`src/rtl/online_relu_otfc_pkg.sv`:
```
// Shared definitions for the online ReLU / on-the-fly conversion stage:
// signed-digit encodings, FSM states and the digit decoder.
package online_relu_otfc_pkg;

    localparam logic [1:0] DIG_POS = 2'b10;
    localparam logic [1:0] DIG_NEG = 2'b01;

    typedef enum logic [1:0] {
        ST_IDLE,
        ST_WAIT,
        ST_CONV,
        ST_DONE
    } state_t;

    typedef struct packed {
        logic nonzero;
        logic negative;
    } digit_t;

    // 00 and 11 both decode to zero.
    function automatic digit_t decode_digit(input logic p, input logic n);
        digit_t d;
        d.nonzero  = ({p, n} == DIG_POS) || ({p, n} == DIG_NEG);
        d.negative = ({p, n} == DIG_NEG);
        return d;
    endfunction

endpackage

```
`src/rtl/online_relu_otfc_if.sv`:
```
// Digit-stream input and converted-result output bundle of the ReLU/OTFC stage.
interface online_relu_otfc_if #(
    parameter int unsigned N = 16
);
    logic         start;
    logic         z_p;
    logic         z_n;
    logic [N-1:0] y;
    logic         y_valid;
    logic         neg_term;
    logic         busy;

    modport master (
        output start, z_p, z_n,
        input  y, y_valid, neg_term, busy
    );

    modport slave (
        input  start, z_p, z_n,
        output y, y_valid, neg_term, busy
    );
endinterface

```
`src/rtl/online_relu_otfc_conv.sv`:
```
// Radix-2 signed-digit on-the-fly converter: Q holds the value, QM holds value - ulp.
// q_step_c is the Q that the current digit would produce, independent of en/clr.
module otfc_conv
    import online_relu_otfc_pkg::*;
#(
    parameter int unsigned N = 16
) (
    input  logic         clk,
    input  logic         rst,
    input  logic         clr,
    input  logic         en,
    input  logic [1:0]   digit,
    output logic [N-1:0] q,
    output logic [N-1:0] q_step_c
);

    logic [N-1:0] qm;
    logic [N-1:0] qm_step;
    digit_t       dec;

    // Shift-left-and-append selection between Q and QM.
    always_comb begin
        dec      = decode_digit(digit[1], digit[0]);
        q_step_c = {q[N-2:0], 1'b0};
        qm_step  = {qm[N-2:0], 1'b1};
        if (dec.nonzero && !dec.negative) begin
            q_step_c = {q[N-2:0], 1'b1};
            qm_step  = {q[N-2:0], 1'b0};
        end else if (dec.negative) begin
            q_step_c = {qm[N-2:0], 1'b1};
            qm_step  = {qm[N-2:0], 1'b0};
        end
    end

    always_ff @(posedge clk or posedge rst) begin
        if (rst) begin
            q  <= '0;
            qm <= '0;
        end else if (clr) begin
            q  <= '0;
            qm <= '1;
        end else if (en) begin
            q  <= q_step_c;
            qm <= qm_step;
        end
    end

endmodule

```
`src/rtl/online_relu_otfc.sv`:
```
// ReLU on an MSB-first signed-digit stream: terminates early when the leading
// nonzero digit is negative, otherwise converts N digits to an unsigned fraction.
module online_relu_otfc
    import online_relu_otfc_pkg::*;
#(
    parameter int unsigned N     = 16,
    parameter int unsigned DELTA = 10,
    parameter int unsigned CW    = 6
) (
    input  logic              clk,
    input  logic              rst,
    online_relu_otfc_if.slave bus
);

    localparam int unsigned WAIT_LAST = (DELTA > 1) ? DELTA - 2 : 0;
    localparam int unsigned N_LAST    = N - 1;
    localparam state_t      ST_FIRST  = (DELTA > 1) ? ST_WAIT : ST_CONV;

    state_t        state, state_nx;
    logic [CW-1:0] cnt, cnt_nx;
    logic          lead, lead_nx;
    logic [N-1:0]  y_r, y_nx;
    logic          y_valid_r, y_valid_nx;
    logic          neg_r, neg_nx;
    logic          busy_r, busy_nx;
    logic          otfc_clr_c, otfc_en_c;
    logic [N-1:0]  q, q_step_c;
    logic [1:0]    digit;
    digit_t        dec;

    assign digit = {bus.z_p, bus.z_n};

    otfc_conv #(.N(N)) u_conv (
        .clk      (clk),
        .rst      (rst),
        .clr      (otfc_clr_c),
        .en       (otfc_en_c),
        .digit    (digit),
        .q        (q),
        .q_step_c (q_step_c)
    );

    // Next-state and next-output logic; a start pulse overrides every state.
    always_comb begin
        state_nx   = state;
        cnt_nx     = cnt;
        lead_nx    = lead;
        y_nx       = y_r;
        y_valid_nx = 1'b0;
        neg_nx     = neg_r;
        otfc_clr_c = 1'b0;
        otfc_en_c  = 1'b0;
        dec        = decode_digit(bus.z_p, bus.z_n);

        if (bus.start) begin
            state_nx   = ST_FIRST;
            cnt_nx     = '0;
            lead_nx    = 1'b0;
            neg_nx     = 1'b0;
            otfc_clr_c = 1'b1;
        end else begin
            unique case (state)
                ST_IDLE: ;
                ST_WAIT: begin
                    if (cnt == CW'(WAIT_LAST)) begin
                        state_nx = ST_CONV;
                        cnt_nx   = '0;
                    end else begin
                        cnt_nx = cnt + CW'(1);
                    end
                end
                ST_CONV: begin
                    cnt_nx = cnt + CW'(1);
                    if (!lead && dec.negative) begin
                        neg_nx     = 1'b1;
                        y_nx       = '0;
                        y_valid_nx = 1'b1;
                        state_nx   = ST_DONE;
                    end else begin
                        otfc_en_c = 1'b1;
                        lead_nx   = lead | dec.nonzero;
                        if (cnt == CW'(N_LAST)) begin
                            y_nx       = q_step_c;
                            y_valid_nx = 1'b1;
                            state_nx   = ST_DONE;
                        end
                    end
                end
                ST_DONE: state_nx = ST_IDLE;
                default: state_nx = ST_IDLE;
            endcase
        end

        busy_nx = (state_nx == ST_WAIT) || (state_nx == ST_CONV);
    end

    always_ff @(posedge clk or posedge rst) begin
        if (rst) begin
            state     <= ST_IDLE;
            cnt       <= '0;
            lead      <= 1'b0;
            y_r       <= '0;
            y_valid_r <= 1'b0;
            neg_r     <= 1'b0;
            busy_r    <= 1'b0;
        end else begin
            state     <= state_nx;
            cnt       <= cnt_nx;
            lead      <= lead_nx;
            y_r       <= y_nx;
            y_valid_r <= y_valid_nx;
            neg_r     <= neg_nx;
            busy_r    <= busy_nx;
        end
    end

    assign bus.y        = y_r;
    assign bus.y_valid  = y_valid_r;
    assign bus.neg_term = neg_r;
    assign bus.busy     = busy_r;

endmodule

```
`src/flat_wrapper.sv`:
```
// flat-port wrapper written by rule: the top's interface ports become plain ports
module online_relu_otfc_flat import online_relu_otfc_pkg::*;
#(
    parameter int unsigned N     = 16,
    parameter int unsigned DELTA = 10,
    parameter int unsigned CW    = 6
)
  (clk, rst, bus_start, bus_z_p, bus_z_n, bus_y, bus_y_valid, bus_neg_term, bus_busy);
  online_relu_otfc_if #(.N(N)) bus_i ();
  input  logic clk;
  input  logic rst;
  input wire logic [$bits(bus_i.start)-1:0] bus_start;
  input wire logic [$bits(bus_i.z_p)-1:0] bus_z_p;
  input wire logic [$bits(bus_i.z_n)-1:0] bus_z_n;
  output wire logic [$bits(bus_i.y)-1:0] bus_y;
  output wire logic [$bits(bus_i.y_valid)-1:0] bus_y_valid;
  output wire logic [$bits(bus_i.neg_term)-1:0] bus_neg_term;
  output wire logic [$bits(bus_i.busy)-1:0] bus_busy;
  assign bus_i.start = bus_start;
  assign bus_i.z_p = bus_z_p;
  assign bus_i.z_n = bus_z_n;
  assign bus_y = bus_i.y;
  assign bus_y_valid = bus_i.y_valid;
  assign bus_neg_term = bus_i.neg_term;
  assign bus_busy = bus_i.busy;
  online_relu_otfc #(.N(N), .DELTA(DELTA), .CW(CW)) u_core (.clk(clk), .rst(rst), .bus(bus_i));
endmodule
```
`config.mk`:
```
export PLATFORM = sky130hd
export DESIGN_NAME = online_relu_otfc_flat
export DESIGN_NICKNAME = d
export VERILOG_FILES = /design/src/rtl/online_relu_otfc_pkg.sv /design/src/rtl/online_relu_otfc_if.sv /design/src/rtl/online_relu_otfc_conv.sv /design/src/rtl/online_relu_otfc.sv /design/src/flat_wrapper.sv
export SDC_FILE = /design/constraint.sdc
export NUM_CORES = 1
export LEC_CHECK = 0
export CORE_ASPECT_RATIO = 1.1
export CORE_UTILIZATION = 40
export DETAILED_ROUTE_END_ITERATION = 7
export GPL_TIMING_DRIVEN = 0
export PLACE_DENSITY_LB_ADDON = 0.3
export SLEW_MARGIN = 20
export SYNTH_ARGS = -nofsm -noshare
export SYNTH_HDL_FRONTEND = slang
export SYNTH_HIERARCHICAL = 1
export SYNTH_SLANG_ARGS = --single-unit
```
`constraint.sdc`:
```
create_clock -name clk -period 4.6 [get_ports clk]
set_clock_uncertainty 0.1 [all_clocks]
set_input_delay 0.46 -clock clk [delete_from_list [all_inputs] [get_ports clk]]
set_output_delay 0.46 -clock clk [all_outputs]
set_load 0.1 [all_outputs]
```
==> results_dict.tcl <==
set metrics [dict create \
    total_power_mw 1.100 \
    ctsResizeCount 0 \
    rsz0062_at_grt "no" \
    cap_violations 0 \
    cts_hold_buf 0 \
    h-tree-depth 3 \
    die_w_um 84.91 \
    postRouteAntennaNets 0 \
    chipHeight_um 93.20 \
    dr.pass1.iters 6 \
    wl_um 6496 \
    root_buffer "clkbuf_8" \
    rows 32 \
    route.detailed.drc 2 \
    endpoint_kind "flip-flop" \
    fin_cells 407 \
    peakVddDrop_uv 109.8 \
    dr_total_vias 2175 \
    io_buffers 23 \
    drt-initial-drc-count 110 \
    powerDensity_mw_per_mm2 310.5 \
    dp.cells 391 \
    routedWlPerCell_um 15.96 \
    cts.sinks 58 \
    gp_congestion 0.7957 \
    fillers 665 \
    cp.required_ps 4710 \
    r2r_end "u_core/u_conv/qm[5]$_DFFE_PP0P_" \
    clk_path_buf_depth 2 \
    path_clk_slew_ps 70 \
    finalCritPeriodShare_pct 55.26 \
    grt_max_degree 31 \
    rr_worst_depth 7 \
    critPathMaxFanout 10 \
    period_needed_ps 2542 \
    final-hold-violation-count 0 \
    ios 24 \
    area_growth_syn_to_layout_pct 17.17 \
    final_common_cell "dfrtp_1" \
    fin_nets 327 \
    r2r_slack_ps 2290 \
    p_leak_nw 1.590 \
    gr-total-overflow 0 \
    grt_antenna_before_repair 0 \
    initial_core_util_pct 42.20 \
    synth_cells 283 \
    setup_violations 0 \
    grt_first_pass_wirelength_um 10940 \
    grt_use_total_pct 18.19 \
    hp-class "flip-flop to flip-flop" \
    dpl.hpwl_um 4532 \
    outcome "complete, but fails checks" \
    grt_pass1_vias 2280 \
    viasPerCell 5.344 \
    cts_buffers 9 \
    cts_setup_buffers 0 \
    worst_slew_pin_slew_ps 989.8 \
    hold_path_depth 2 \
    postSynthAreaPerCell_um2 10.69 \
    path_class "input port to flip-flop" \
    critPathLaunch "bus_start" \
    drive_gt1_share_pct 20.19 \
    hold_path_startpoint "u_core/bus.neg_term$_DFFE_PP0P_" \
    die-area_mm2 0.007913 \
    max_slew_margin_pct 33.81 \
    syn-num-nets 293 \
    layout_common_cells "dfrtp_1 (58), inv_1 (45), clkdlybuf4s50_1 (23)" \
    violations "design-rule violations" \
    fin_util_pct 49.44 \
    clock_latency_ps 330 \
    diodes 0 \
    coreArea_mm2 0.007167 \
    final_max_slew_viol_count 0 \
    r2r-start "u_core/state[0]$_DFF_PP0_" \
    arrival_ps 2650 \
    tritoncts "done" \
    yosysWarnings 6 \
    max_freq_ghz 0.3934 \
    startpoint_type "input port" \
    tns_ps 0 \
    synth_area_mm2 0.003024 \
    holdPathEnd "u_core/bus.neg_term$_DFFE_PP0P_" \
]
[stage by stage]
step                setup slack (ps)  hold WS [ps]  instance area [um2]
CTS                             2093         423.5                 3543
global placement                1773         387.6                 3361
global route                    1907         440.8                 3543
finish                          2058         416.8                 3543
detailed placement              1734         405.6                 3361
floorplan                       2687         385.6                 3024
[flip-flops by register name, indices dropped and copies added (netlist names), 2 cells and up]
signal and count:
u_core/cnt 6, u_core/bus.y 16, u_core/u_conv/q 15, u_core/state 2, u_core/u_conv/qm 15
[report_power, final]
group	internal (mW)	total [mW]	switching [mW]
Clock	0.238	0.434	0.196
Sequential	0.518	0.525	0.00634
Combinational	0.0491	0.142	0.0925
[metal layers]
metal | track usage, % | routed length, um
met1 | 22.35 | 3001
met2 | 30.01 | 3249
met3 | 4.237 | 184
met4 | 9.181 | 60
met5 | 0 | 0
[worst max-delay path, cell delays in order]
cell and delay (ps):
clkdlybuf4s50_1 550, buf_1 300, nor3_1 300, buf_2 230, nor2b_1 410, buf_2 310
a21oi_1 100
[worst max-delay path by stage]
stage	end	slack, ps	depth (start not counted)
floorplan	u_core/u_conv/qm[10]$_DFFE_PP0P_	2690	8
finish	u_core/u_conv/qm[5]$_DFFE_PP0P_	2060	7
detailed placement	u_core/u_conv/qm[5]$_DFFE_PP0P_	1730	9
CTS	u_core/u_conv/qm[5]$_DFFE_PP0P_	2090	9
global placement	u_core/u_conv/qm[3]$_DFFE_PP0P_	1770	9
global route	u_core/u_conv/qm[2]$_DFFE_PP0P_	1910	7
[final cells by class]
class | instances | area (um2) | share of cell area, %
buffer | 20 | 120.1 | 3.390
clock buffer | 14 | 172.7 | 4.873
clock inverter | 2 | 10.01 | 0.2825
inverter | 47 | 176.4 | 4.979
multi-input combinational | 158 | 1276 | 36.02
sequential | 58 | 1451 | 40.96
tap | 85 | 106.4 | 3.001
timing repair buffer | 23 | 230.2 | 6.497
(Power assumes the default switching activity.)
